File: config.mk
export PLATFORM = sky130hd
export DESIGN_NAME = bootram_ctrl
export DESIGN_NICKNAME = d
export VERILOG_FILES = /design/src/rtl/bootram_pkg.sv /design/src/rtl/bootram_rr_arb.sv /design/src/rtl/bootram_ctrl.sv
export SDC_FILE = /design/constraint.sdc
export NUM_CORES = 1
export LEC_CHECK = 0
export CAP_MARGIN = 40
export CORE_UTILIZATION = 44
export CTS_BUF_LIST = sky130_fd_sc_hd__clkbuf_8 sky130_fd_sc_hd__clkbuf_16
export DETAILED_ROUTE_END_ITERATION = 10
export GPL_TIMING_DRIVEN = 0
export PLACE_DENSITY = 0.89
export SETUP_SLACK_MARGIN = 0.05
export SLEW_MARGIN = 10
export SYNTH_ARGS = -nofsm -noshare
export SYNTH_HDL_FRONTEND = slang
export SYNTH_SLANG_ARGS = --single-unit
File: constraint.sdc
create_clock -name clk -period 2 [get_ports clk]
set_input_delay 0.2 -clock clk [delete_from_list [all_inputs] [get_ports clk]]
set_output_delay 0.2 -clock clk [all_outputs]
set_load 0.05 [all_outputs]
File: src/rtl/bootram_pkg.sv
// bootram_pkg: shared types and constants for the boot RAM controller.
//   state_t        - controller FSM states
//   BOOTRAM_ADDR_W - default word-address width of each 2Kx8 byte-lane RAM
//   BOOTRAM_LANES  - number of byte lanes (fixed at 4)
//   lane_onehot()  - byte-lane select from the two low pointer bits
package bootram_pkg;

   localparam int BOOTRAM_ADDR_W = 11;
   localparam int BOOTRAM_LANES  = 4;

   typedef enum logic [2:0] {
      IDLE     = 3'd0,
      RD_ISSUE = 3'd1,
      RD_DATA  = 3'd2,
      WR_ISSUE = 3'd3,
      LD_ISSUE = 3'd4,
      DONE     = 3'd5
   } state_t;

   function automatic logic [BOOTRAM_LANES-1:0] lane_onehot(input logic [1:0] sel);
      logic [BOOTRAM_LANES-1:0] oh;
      oh      = {BOOTRAM_LANES{1'b0}};
      oh[sel] = 1'b1;
      return oh;
   endfunction

endpackage

File: src/rtl/bootram_rr_arb.sv
// bootram_rr_arb: two-way round-robin arbiter between the CPU port and the
// byte loader.
//   clk, resetn      - clock, asynchronous active-low reset
//   en               - arbitration allowed this cycle (controller idle)
//   req_cpu, req_ld  - pending requests
//   gnt_cpu, gnt_ld  - one-hot grant, valid only while en is high
// After reset the CPU counts as last served, so the loader wins the first tie.
module bootram_rr_arb
(
   input  logic clk,
   input  logic resetn,
   input  logic en,
   input  logic req_cpu,
   input  logic req_ld,
   output logic gnt_cpu,
   output logic gnt_ld
);

   logic last_cpu_r;

   // Grant decode: a lone requester wins, a tie goes to the side not served last.
   always_comb begin
      gnt_cpu = 1'b0;
      gnt_ld  = 1'b0;
      if (en) begin
         if (req_cpu && req_ld) begin
            if (last_cpu_r) begin
               gnt_ld = 1'b1;
            end else begin
               gnt_cpu = 1'b1;
            end
         end else begin
            gnt_cpu = req_cpu;
            gnt_ld  = req_ld;
         end
      end else begin
         gnt_cpu = 1'b0;
         gnt_ld  = 1'b0;
      end
   end

   // Last-served tracker.
   always_ff @(posedge clk or negedge resetn) begin
      if (!resetn) begin
         last_cpu_r <= 1'b1;
      end else if (gnt_cpu) begin
         last_cpu_r <= 1'b1;
      end else if (gnt_ld) begin
         last_cpu_r <= 1'b0;
      end
   end

endmodule

File: src/rtl/bootram_ctrl.sv
// bootram_ctrl: shares four 2Kx8 byte-lane block RAMs between a 32-bit CPU
// port (valid/ready) and a byte-serial boot loader.
//   clk, resetn                         - clock, asynchronous active-low reset
//   mem_valid/ready/addr/wdata/wstrb/rdata - CPU port, wstrb==0 is a read
//   ld_start, ld_valid, ld_data         - loader pointer clear and byte stream
//   ld_ready                            - one-cycle byte-accepted pulse
//   ld_ovf                              - sticky loader pointer wrap flag
//   ram_ad/din/ce/wre/oce/reset         - registered RAM controls, shared address
//   ram_dout                            - concatenated lane outputs (bypass mode)
module bootram_ctrl
   import bootram_pkg::*;
#(
   parameter int ADDR_W = BOOTRAM_ADDR_W,
   parameter int LANES  = BOOTRAM_LANES
)
(
   input  logic                 clk,
   input  logic                 resetn,
   input  logic                 mem_valid,
   output logic                 mem_ready,
   input  logic [ADDR_W+1:0]    mem_addr,
   input  logic [8*LANES-1:0]   mem_wdata,
   input  logic [LANES-1:0]     mem_wstrb,
   output logic [8*LANES-1:0]   mem_rdata,
   input  logic                 ld_start,
   input  logic                 ld_valid,
   input  logic [7:0]           ld_data,
   output logic                 ld_ready,
   output logic                 ld_ovf,
   output logic [ADDR_W-1:0]    ram_ad,
   output logic [8*LANES-1:0]   ram_din,
   output logic [LANES-1:0]     ram_ce,
   output logic                 ram_wre,
   output logic                 ram_oce,
   output logic                 ram_reset,
   input  logic [8*LANES-1:0]   ram_dout
);

   localparam int PTR_W = ADDR_W + 2;
   localparam logic [PTR_W-1:0] PTR_ZERO = {PTR_W{1'b0}};
   localparam logic [PTR_W-1:0] PTR_ONE  = {{(PTR_W-1){1'b0}}, 1'b1};
   localparam logic [PTR_W-1:0] PTR_MAX  = {PTR_W{1'b1}};

   state_t           state_r;
   logic [PTR_W-1:0] ptr_r;
   logic             gnt_cpu_s;
   logic             gnt_ld_s;
   logic             unused_addr_s;

   // Byte offset within a word is irrelevant: the CPU port is word-wide.
   assign unused_addr_s = ^mem_addr[1:0];

   assign ram_oce   = 1'b1;
   assign ram_reset = 1'b0;

   bootram_rr_arb u_arb (
      .clk     (clk),
      .resetn  (resetn),
      .en      (state_r == IDLE),
      .req_cpu (mem_valid),
      .req_ld  (ld_valid),
      .gnt_cpu (gnt_cpu_s),
      .gnt_ld  (gnt_ld_s)
   );

   // Controller FSM; every RAM control and handshake output is a register.
   always_ff @(posedge clk or negedge resetn) begin
      if (!resetn) begin
         state_r   <= IDLE;
         mem_ready <= 1'b0;
         ld_ready  <= 1'b0;
         mem_rdata <= {(8*LANES){1'b0}};
         ram_ce    <= {LANES{1'b0}};
         ram_wre   <= 1'b0;
         ram_ad    <= {ADDR_W{1'b0}};
         ram_din   <= {(8*LANES){1'b0}};
      end else begin
         case (state_r)
            IDLE: begin
               if (gnt_ld_s) begin
                  // ld_ready rises with the grant so the source advances its
                  // byte before the FSM is back in IDLE sampling ld_valid.
                  ram_ce   <= lane_onehot(ptr_r[1:0]);
                  ram_wre  <= 1'b1;
                  ram_ad   <= ptr_r[ADDR_W+1:2];
                  ram_din  <= {LANES{ld_data}};
                  ld_ready <= 1'b1;
                  state_r  <= LD_ISSUE;
               end else if (gnt_cpu_s) begin
                  ram_ad <= mem_addr[ADDR_W+1:2];
                  if (mem_wstrb == {LANES{1'b0}}) begin
                     ram_ce  <= {LANES{1'b1}};
                     ram_wre <= 1'b0;
                     state_r <= RD_ISSUE;
                  end else begin
                     ram_ce  <= mem_wstrb;
                     ram_wre <= 1'b1;
                     ram_din <= mem_wdata;
                     state_r <= WR_ISSUE;
                  end
               end
            end
            RD_ISSUE: begin
               ram_ce  <= {LANES{1'b0}};
               ram_wre <= 1'b0;
               state_r <= RD_DATA;
            end
            RD_DATA: begin
               mem_rdata <= ram_dout;
               mem_ready <= 1'b1;
               state_r   <= DONE;
            end
            WR_ISSUE: begin
               ram_ce    <= {LANES{1'b0}};
               ram_wre   <= 1'b0;
               mem_ready <= 1'b1;
               state_r   <= DONE;
            end
            LD_ISSUE: begin
               ram_ce   <= {LANES{1'b0}};
               ram_wre  <= 1'b0;
               ld_ready <= 1'b0;
               state_r  <= IDLE;
            end
            DONE: begin
               // Extra cycle lets the CPU drop a held mem_valid before IDLE.
               mem_ready <= 1'b0;
               state_r   <= IDLE;
            end
            default: begin
               ram_ce    <= {LANES{1'b0}};
               ram_wre   <= 1'b0;
               mem_ready <= 1'b0;
               ld_ready  <= 1'b0;
               state_r   <= IDLE;
            end
         endcase
      end
   end

   // Loader pointer and wrap flag; ld_start beats a same-cycle increment.
   // The address of an accepted byte is already latched in ram_ad, so a clear
   // here never redirects the write that is in flight.
   always_ff @(posedge clk or negedge resetn) begin
      if (!resetn) begin
         ptr_r  <= PTR_ZERO;
         ld_ovf <= 1'b0;
      end else if (ld_start) begin
         ptr_r  <= PTR_ZERO;
         ld_ovf <= 1'b0;
      end else if (gnt_ld_s) begin
         ptr_r <= ptr_r + PTR_ONE;
         if (ptr_r == PTR_MAX) begin
            ld_ovf <= 1'b1;
         end
      end
   end

endmodule
Yosys cells after proc, flatten, opt, wreduce, memory -nomap -nowiden
Cells that the tools add are included.

Magnitude comparators: 2. Reduce and logical (&&, ||, !) cells: 16. $add $sub $neg: 1. Bitwise gates (word level): 2. Equal/unequal tests: 9. Muxes and demuxes: 35.

Operator list (number): 2-to-1 mux 32 bit (3); 2-to-1 mux 13 bit (2); 2-to-1 mux 11 bit (2); 2-to-1 mux 1 bit (16); adder 13 x 1 -> 13 bit (second input constant) (1); == test 13 bit (second input constant) (1); 2-to-1 mux 4 bit (3); case mux 3 bit (3 select lines) (1); case mux 4 bit (2 select lines) (1); AND reduction 2 bit (4); == test 3 x 2 -> 1 bit (second input constant) (2); == test 3 bit (second input constant) (2); 2-to-1 mux 3 bit (2); case mux 1 bit (2 select lines) (3); nonzero test 2 bit (3); logical NOT 4 bit (1); inequality test 2 bit (second input constant) (2); OR reduction 2 bit (2); OR reduction 4 bit (1); == test 3 x 1 -> 1 bit (second input constant) (1); logical NOT 3 bit (1); less-than comparator 2 x 3 -> 1 bit (second input constant) (1); inequality test 3 bit (second input constant) (1); AND reduction 3 bit (1); 6 further kinds (8).

Register bits: 100. Output and inout port bits: 85.

Logic depth before layout (Yosys ltp)
Gate-level depths: netlist (run 1).

Depth in word-level cells: 6. Gate-level depth with buffers: 7. Mapped depth without buffers: 4.

Modules after synthesis
From an unflattened synthesis (run 1), not the netlist that was laid out.

Cells, all modules: 394. Area, all modules: 4730.8 µm².

By module, submodules not included: bootram_ctrl (cells an instance 386, area an instance 4668.2 µm², instances 1); bootram_rr_arb (cells an instance 8, area an instance 62.6 µm², instances 1).

Worst setup path after synthesis (run 1)
Ideal clock, no wire load.

Path type: register to register. From: reg state_r[2]. To: reg ram_din[10]. Path buffers: 2. Setup time: 0.125 ns. Cell stages (with the launch flop): 6. Slack: 0.183 ns. Period minus slack after synthesis: 1.817 ns. Arrival time: 1.692 ns. Path through: dfrtp_1 > buf_2 > or3_1 > a21oi_2 > buf_2 > mux2_2.

Word-level cells in the longest chain between the ends: 4. Elaborated cells on any way between the ends: 7.

Ends and longest elaborated chain: from (decl) (line bootram_ctrl.sv:44) `state_t state_r;`; from (signal assigned) (line bootram_ctrl.sv:69) `state_r <= IDLE;`; from (signal assigned) (line bootram_ctrl.sv:88) `state_r <= LD_ISSUE;`; from (signal assigned) (line bootram_ctrl.sv:94) `state_r <= RD_ISSUE;`; logical NOT 3 bit (*) (line bootram_ctrl.sv:59, bootram_ctrl.sv:78); 2-to-1 mux 1 bit (line bootram_rr_arb.sv:25) `if (en) begin`; inequality test 2 bit (no source line) or nonzero test 2 bit (tied branches); AND reduction 3 bit (no source line); to (signal assigned) (line bootram_ctrl.sv:76) `ram_din <= {(8*LANES){1'b0}};`; to (signal assigned) (line bootram_ctrl.sv:86) `ram_din <= {LANES{ld_data}};`; to (signal assigned) (line bootram_ctrl.sv:98) `ram_din <= mem_wdata;`; to (decl) (line bootram_ctrl.sv:31) `output logic [8*LANES-1:0] ram_din,`.

Every way passes the cells marked *; elsewhere a longest branch is shown, timed or not. A chain may end at the register's enable or synchronous reset.

Worst setup path after layout (run 1)
From: reg state_r[2]. To: reg ram_din[4].

Same word-level chain as after synthesis.

==> results of run 1 <==
-- timing repair --
| action | 4_1_cts | 5_1_grt |
|---|---|---|
| hold buffers | 1 | 0 |
| setup endpoints to repair | 68 | 40 |
| setup buffers | 6 | 1 |
| cloned | 0 | 0 |
| gates resized for setup | 9 | 10 |
| pin swaps | 3 | 2 |
| hold endpoints to repair | 34 | 0 |
-- synthesized netlist by cell type (all sizes together) --
master   number  area share, %
mux2         97             24
nand2b        1           0.14
a22o          1           0.19
dfrtp        99             55
nor3          7            1.0
or3           5           0.69
o21a          1           0.17
nand4         4           0.69
a21boi        1           0.17
nor4          2           0.28
or2           1           0.14
clkbuf        7           0.58
o31ai         8            1.3
xnor2         2           0.39
or4           6           0.99
nor2         12           0.99
o2bb2ai       1           0.19
ha            4            1.1
o22ai         6           0.83
buf          14            1.7
nor2b         1           0.14
inv          14            1.2
nand3         4           0.55
o21ai         8           0.88
a21o          1           0.17
and2          2           0.28
o41ai         1           0.19
nand2        14            1.2
mux2i         6            1.3
conb          2           0.17
a31oi         6           0.83
o21bai        1           0.17
dfstp         1           0.58
a21oi        20            2.3
-- cell type report --
cell class,instances,area (um2),share of cell area (%)
clock buffers,11,151,2.23
multi-input cells,225,1930,28.4
clock inverters,5,52.6,0.772
well taps,133,166,2.45
plain buffers,20,119,1.75
inverters,14,52.6,0.772
flip-flops and latches,100,2500,36.8
repair buffers,183,1830,26.9
-- layer usage --
metal / track usage (%) / vias to the layer above
met5: 0 / -
met4: 10.0 / 0
met3: 6.04 / 34
met2: 37.6 / 152
met1: 27.0 / 1766
li1: - / 1675
-- cells by family after synthesis --
| group | count (synthesis) | share of synthesized area (%) |
|---|---|---|
| AOI/OAI and AO/OA | 55 | 7.39 |
| xor gates and xnor gates | 2 | 0.386 |
| adders and majority gates | 4 | 1.10 |
| buffers and inverters | 35 | 3.39 |
| DFF | 100 | 55.1 |
| muxes | 103 | 25.4 |
| other | 2 | 0.165 |
| and+or+nand+nor | 59 | 7.05 |
-- report_power, final --
part           total (mW)  internal [mW]  switching [mW]  leakage, nW
clock network        1.31          0.639           0.669        0.104
registers            3.46           2.94           0.520         1.21
logic                7.53           2.93            4.60         1.51
total                12.3           6.51            5.79         2.83
-- final timing paths --
path / from / slack [ns] / end
worst min-delay path: resetn / 0.33 / ram_ce[1]
worst min register to register: u_arb.last_cpu_r / 0.49 / u_arb.last_cpu_r
max in group asynchronous: resetn / 0.97 / ram_din[4]
worst max register to register: state_r[2] / 0.12 / ram_din[4]
min in group clk: mem_addr[9] / 0.44 / ram_ad[7]
worst max-delay path: state_r[2] / 0.12 / ram_din[4]
-- sequential cells by signal, indices dropped and copies added (netlist names) --
signal            cells
mem_rdata            32
ram_din              32
ptr_r                13
ram_ad               11
ram_ce                4
state_r               3
ld_ovf                1
ld_ready              1
mem_ready             1
ram_wre               1
u_arb.last_cpu_r      1
-- through the flow --
step	area [um2]	TNS, ns	setup WS [ns]	power [mW]	hold WS, ns
global placement	6450	-297.14	-2.91	10.6	0.461
finish	6800	0	0.120	12.3	0.331
CTS	6760	0	0.0629	12.3	0.335
detailed placement	6470	-11.41	-0.226	10.9	0.192
global route	6800	0	0.0409	12.9	0.347
floorplan	4540	0	0.183	8.33	-0.0956
==> results.md, run 1 <==
Status:
- The run finished with clean final reports.

Detailed routing:
- The length of routed wiring on met1 is 4650 um.
- The vias per cell is 5.25.
- The total length of routed met3 wires is 818 um.
- The number of nets with antenna violations after detailed routing is 0.
- The number of iterations in the first detailed-routing pass is 4.
- The final route contains 3,627 vias.
- The initial detailed-routing violation count is 102.
- The highest routed metal layer is met4.
- The final layout contains routed wiring with a total length of 11,700 um.
- The total DRC errors in the routed layout is 0.
- The met2 wire length is 5810 um.
- In the final routed layout, each cell accounts on average for 16.9 um.

Clock network:
- The number of H-tree branching levels is 3.
- The TritonCTS clock tree is built.
- The number of buffers created by CTS is 9.
- The root cell of the clock tree is sky130_fd_sc_hd__clkbuf_8.
- The longest clock path from root to sink contains 2 buffers.
- The clock-pin slew on the worst setup and hold paths is 0.10 ns.
- The source-to-sink clock delay at the later pin of the worst-skew pair is 0.35 ns.
- The CTS sink count is 100.

STA:
- The worst slew slack as a fraction of its limit is 58.0%.
- The highest clock rate is 532 MHz.
- Setup repair after global routing left no endpoint under its margin.
- The count of endpoints failing setup in the final report is 0.
- In the finished design, the share of the clock period the worst path needs comes to 94.0%.
- For the final database, setup skew stands at 0.0166 ns.
- The transition time at the pin with the least slew margin is 0.630 ns.
- The final hold violation count is 0.
- The minimum clock period is 1.88 ns.
- The number of pins with negative max-slew slack in the final report came to 0.

Synth:
- The post-synthesis instance area is 0.00454 mm2.
- Synthesis produced a netlist whose cell count is 360.
- The mean post-synth cell area is 12.6 um2.
- The number of warnings reported in the yosys synthesis log is 0.
- The number of distinct library cells after synthesis is 40.
- The sequential element share of the synthesized area is 55.1%.
- Synthesis produced a netlist with a net count of 458.
- The post-synthesis register bit count is 100.

Power and ir drop:
- IR analysis of the VDD net gives a maximum drop of 1240 uV.
- The power per unit of standard cell area is 1810 mW/mm2.
- The standby leakage power is 2.83 nW.

GRT:
- The wire length of the first global-routing pass is 19,000 um.
- The overall track demand over capacity in global routing is 22.4%.
- Entering global routing, the biggest net connects 67 pins.
- Summed over all layers, the global routing overflow is 0.
- The number of global-route vias before repair is 3,792.
- The initial antenna violation count is 0.

Floorplan:
- The die area is 0.0107 mm2.
- From bottom edge to top edge, the die measures 104 um.
- Row generation in the floorplan step produced 36 rows.
- For this configuration, the core starts out at a cell density of 45.8%.
- The region available for standard cell placement spans 0.00991 mm2.
- The width of the die is 104 um.
- The number of ports placed on the die boundary is 179.

Worst setup path:
- The critical path arrival is 2.11 ns.
- The slowest stage cell on the critical path is sky130_fd_sc_hd__or3_4.
- The worst setup path is captured at a register.
- STA classifies the critical path startpoint as a register.
- The required time of the worst setup path is 2.23 ns.
- The number of buffers and inverters on the critical path is 3.
- The critical path start-end classification is register to register.
- The number of cells on the worst reg-to-reg path is 6.
- The highest net fanout along the worst path is 10.
- The kind of cell with the highest combined delay along the critical path is buffers and inverters.
- The dominant cell type by count on the critical path is sky130_fd_sc_hd__buf_4.
- The signal on the critical path passes through buf_4 > or3_4 > a21oi_4 > buf_4 > buf_8 > mux2_2.
- The logic depth of the worst path, buffers included is 6.
- For this run, the slowest stage of the critical path takes 0.42 ns.

Hold path:
- The min-delay analysis places its worst path in the category input port to asynchronous set/reset pin.

Placement:
- The number of placed instances, taps included, is 668.
- The total half-perimeter wirelength after legalization and detailed placement is 8600 um.
- At the end of routability-driven placement, the weighted congestion stood at 0.815.
- Input and output buffers added on the ports amount to 174.

Job:
- Max-cap violations in this run came to 0.

Final layout:
- The final standard cell count with taps included and fillers excluded is 691.
- The number of antenna diodes in the final layout is 0.
- The share of layout cells above drive strength 1 is 26.3%.
- Measured on the finished design, the core utilization comes to 68.7%.
- Relative to the synthesized area, the layout overhead comes to 49.8%.
- The library cell used most frequently in the layout, excluding fill and tap cells, is sky130_fd_sc_hd__clkdlybuf4s50_1.
- In the layout the commonest cells are 173 x sky130_fd_sc_hd__clkdlybuf4s50_1, 99 x sky130_fd_sc_hd__dfrtp_1, 97 x sky130_fd_sc_hd__mux2_2.
- The number of nets in the finished design is 651.
- The filler cells instantiated in the layout total 704.
(Power assumes the default switching activity.)
==> inputs of run 2 (changes only) <==
- CORE_UTILIZATION: 44 -> 40
- PLACE_DENSITY: 0.89 -> 0.83
==> results.md, run 2 (synthesis results as in run 1) <==
STA:
- The clock skew came to 0.00660 ns (-0.00996 ns).
- The minimum setup slack in the final design is 0.0913 ns (-0.0285 ns).
- The transition time at the pin with the least slew margin is 0.597 ns (-0.0327 ns).
- The minimum clock period was 1.91 ns (+0.0285 ns).
- The worst slew slack as a fraction of its limit is 59.8% (+1.8 points).
- The count of endpoints failing setup in the final report is 0 (unchanged).
- The final hold violation count was 0 (unchanged).
- The number of pins with negative max-slew slack in the final report is 0 (unchanged).
- The highest clock rate is 524 MHz (-1.5%).
- The ratio of final minimum period to clock period is 95.4% (+1.4 points).
- Setup repair after global routing could not meet its margin everywhere.

Detailed routing:
- The met2 wire length was 6240 um (+7.4%).
- The initial detailed-routing violation count is 247 (+140%).
- The number of vias after detailed routing was 3,708 (+2.2%).
- The number of nets with antenna violations after detailed routing is 0 (unchanged).
- The detailed-route wire length is 12,200 um (+5.0%).
- The vias per cell was 5.23 (-0.36%).
- The routed length per instance is 17.3 um (+2.3%).
- The length of routed wiring on met1 is 4870 um (+4.9%).
- The number of iterations in the first detailed-routing pass was 4 (unchanged).
- The highest routed metal layer is met4.
- The total DRC errors in the routed layout came to 0 (unchanged).
- The total length of routed met3 wires is 861 um (+5.3%).

Worst setup path:
- The worst-case reg-to-reg path depth came to 7 (+1).
- The startpoint identified for the worst register-to-register timing path is state_r[1].
- The critical path ends at ram_din[16].
- The critical path is of the register to register type.
- The worst-case register-to-register setup slack was 0.09 ns (-0.03 ns).
- The critical path arrival is 2.14 ns (+0.03 ns).
- The worst setup path is launched from a register.
- STA classifies the critical path endpoint as a register.
- The highest net fanout along the worst path is 10 (unchanged).
- The worst register-to-register path ends at ram_din[16].
- Tracing the worst setup path back leads to its startpoint at state_r[1].
- The required time of the worst setup path is 2.23 ns (about the same).

Clock network:
- Clock tree synthesis selected as its root buffer the cell sky130_fd_sc_hd__clkbuf_16.
- The number of buffers created by CTS is 9 (unchanged).
- The source-to-sink clock delay at the later pin of the worst-skew pair is 0.34 ns (about the same).
- The CTS sink count is 100 (unchanged).
- The TritonCTS clock tree is built.
- The worst-case clock buffer depth is 2 (unchanged).
- The number of H-tree branching levels is 3 (unchanged).
- The clock-pin slew on the worst setup and hold paths was 0.07 ns (-0.03 ns).

Power and ir drop:
- The peak supply drop is 1160 uV (-6.7%).
- The total power of the final layout is 13.3 mW (+8.2%).
- The power per unit of standard cell area is 1860 mW/mm2 (+3.0%).
- The standby leakage power is 2.99 nW (+5.9%).

Placement:
- The quantity of I/O buffers inserted on ports is 174 (unchanged).
- The cell count after placement is 675 (+1.0%).
- The area after detailed placement is 0.00648 mm2 (+0.14%).
- The total half-perimeter wirelength after legalization and detailed placement was 8590 um (about the same).
- The pre-CTS worst setup slack came to -0.352 ns (-0.126 ns).
- The weighted congestion at the end of routability-driven global placement is 0.786 (-3.5%).

Floorplan:
- The initial cell density of the core is 41.5% (-4.3 points).
- The die area is 0.0118 mm2 (+9.8%).
- The height of the die is 109 um (+4.8%).
- The width of the die is 109 um (+4.8%).
- The number of ports placed on the die boundary came to 179 (unchanged).
- The number of rows created at floorplan is 38 (+5.6%).
- The area of the placeable core was 0.0109 mm2 (+10%).

Status:
- The run finished with clean final reports.

Final layout:
- The final standard cell area without fillers is 0.00715 mm2 (+5.1%).
- The largest registers in the layout are mem_rdata x32, ram_din x32, ptr_r x13.
- The end-of-flow core utilization was 65.4% (-3.3 points).
- The final standard cell count with taps included and fillers excluded is 709 (+2.6%).
- The top cell types in the final layout, fill and taps aside, are 173 x sky130_fd_sc_hd__clkdlybuf4s50_1, 98 x sky130_fd_sc_hd__dfrtp_1, 94 x sky130_fd_sc_hd__mux2_2.
- The post-synthesis to final-layout area growth is 57.5%.
- The library cell used most frequently in the layout, excluding fill and tap cells, is sky130_fd_sc_hd__clkdlybuf4s50_1.
- The number of nets in the finished design is 662 (+1.7%).
- The number of inserted diodes was 0 (unchanged).
- The share of layout cells above drive strength 1 is 28.6% (+2.3 points).

GRT:
- The number of global-route vias before repair is 3,815 (+0.61%).
- The initial antenna violation count came to 0 (unchanged).
- The wire length of the first global-routing pass is 18,300 um (-3.9%).
- The overall track demand over capacity in global routing is 20.0% (-2.4 points).
- The pin count of the biggest net entering global routing is 58 (-13%).
- The overall overflow remaining after global route was 0 (unchanged).

Job:
- The count of maximum capacitance violations came to 0 (unchanged).

Hold path:
- The class of the tightest hold or removal check is input port to asynchronous set/reset pin.
-- run 2: worst min-delay path by stage --
stage | slack (ns) | depth (start not counted) | to | from
floorplan | -0.1 | 0 | ld_ovf | resetn
global placement | 0.46 | 2 | u_arb.last_cpu_r | u_arb.last_cpu_r
detailed placement | 0.24 | 1 | ram_din[9] | resetn
CTS | 0.41 | 2 | ram_din[9] | resetn
global route | 0.45 | 2 | ram_din[9] | resetn
finish | 0.40 | 2 | ram_din[9] | resetn
-- run 2: worst max-delay path, stage by stage, from the launching register on --
cell and delay, ns:
sky130_fd_sc_hd__dfrtp_1 0.38, sky130_fd_sc_hd__buf_6 0.13, sky130_fd_sc_hd__nor3_4 0.26, sky130_fd_sc_hd__buf_6 0.14, sky130_fd_sc_hd__nand3_4 0.13, sky130_fd_sc_hd__buf_8 0.21, sky130_fd_sc_hd__mux2_2 0.28, sky130_fd_sc_hd__mux2_2 0.26
-- run 2: area by class of cell --
class | count | area [um2]
Fill cell | 837 | 3790
Buffer | 20 | 175
Inverter | 14 | 52.6
Clock inverter | 7 | 98.8
Timing Repair Buffer | 194 | 1980
Multi-Input combinational cell | 225 | 1930
Sequential cell | 100 | 2500
Tap cell | 140 | 175
Clock buffer | 9 | 225
-- run 2: what timing repair did --
item,CTS,global route
endpoints found under the setup margin,70,85
buffers inserted,5,9
hold buffers,1,0
cloned,0,4
gates resized for setup,9,41
pin swaps,1,4
hold endpoints to repair,42,0
-- run 2: where the power goes --
part           internal [mW]  switching [mW]  leakage, nW
combinational           3.27            4.71         1.62
clock                   1.10           0.764        0.156
sequential              2.95           0.514         1.21
-- run 2: routing by layer --
metal | vias up | track usage (%)
met3 | 25 | 5.49
met1 | 1848 | 23.2
li1 | 1697 | -
met5 | - | 0
met4 | 0 | 8.59
met2 | 138 | 34.6
-- run 2: stage by stage --
stage                      TNS, ns  hold slack [ns]
after floorplan                  0          -0.0956
after global placement     -298.75            0.457
after detailed placement    -15.56            0.236
after CTS                        0            0.415
after global routing      -0.00699            0.447
final                            0            0.403
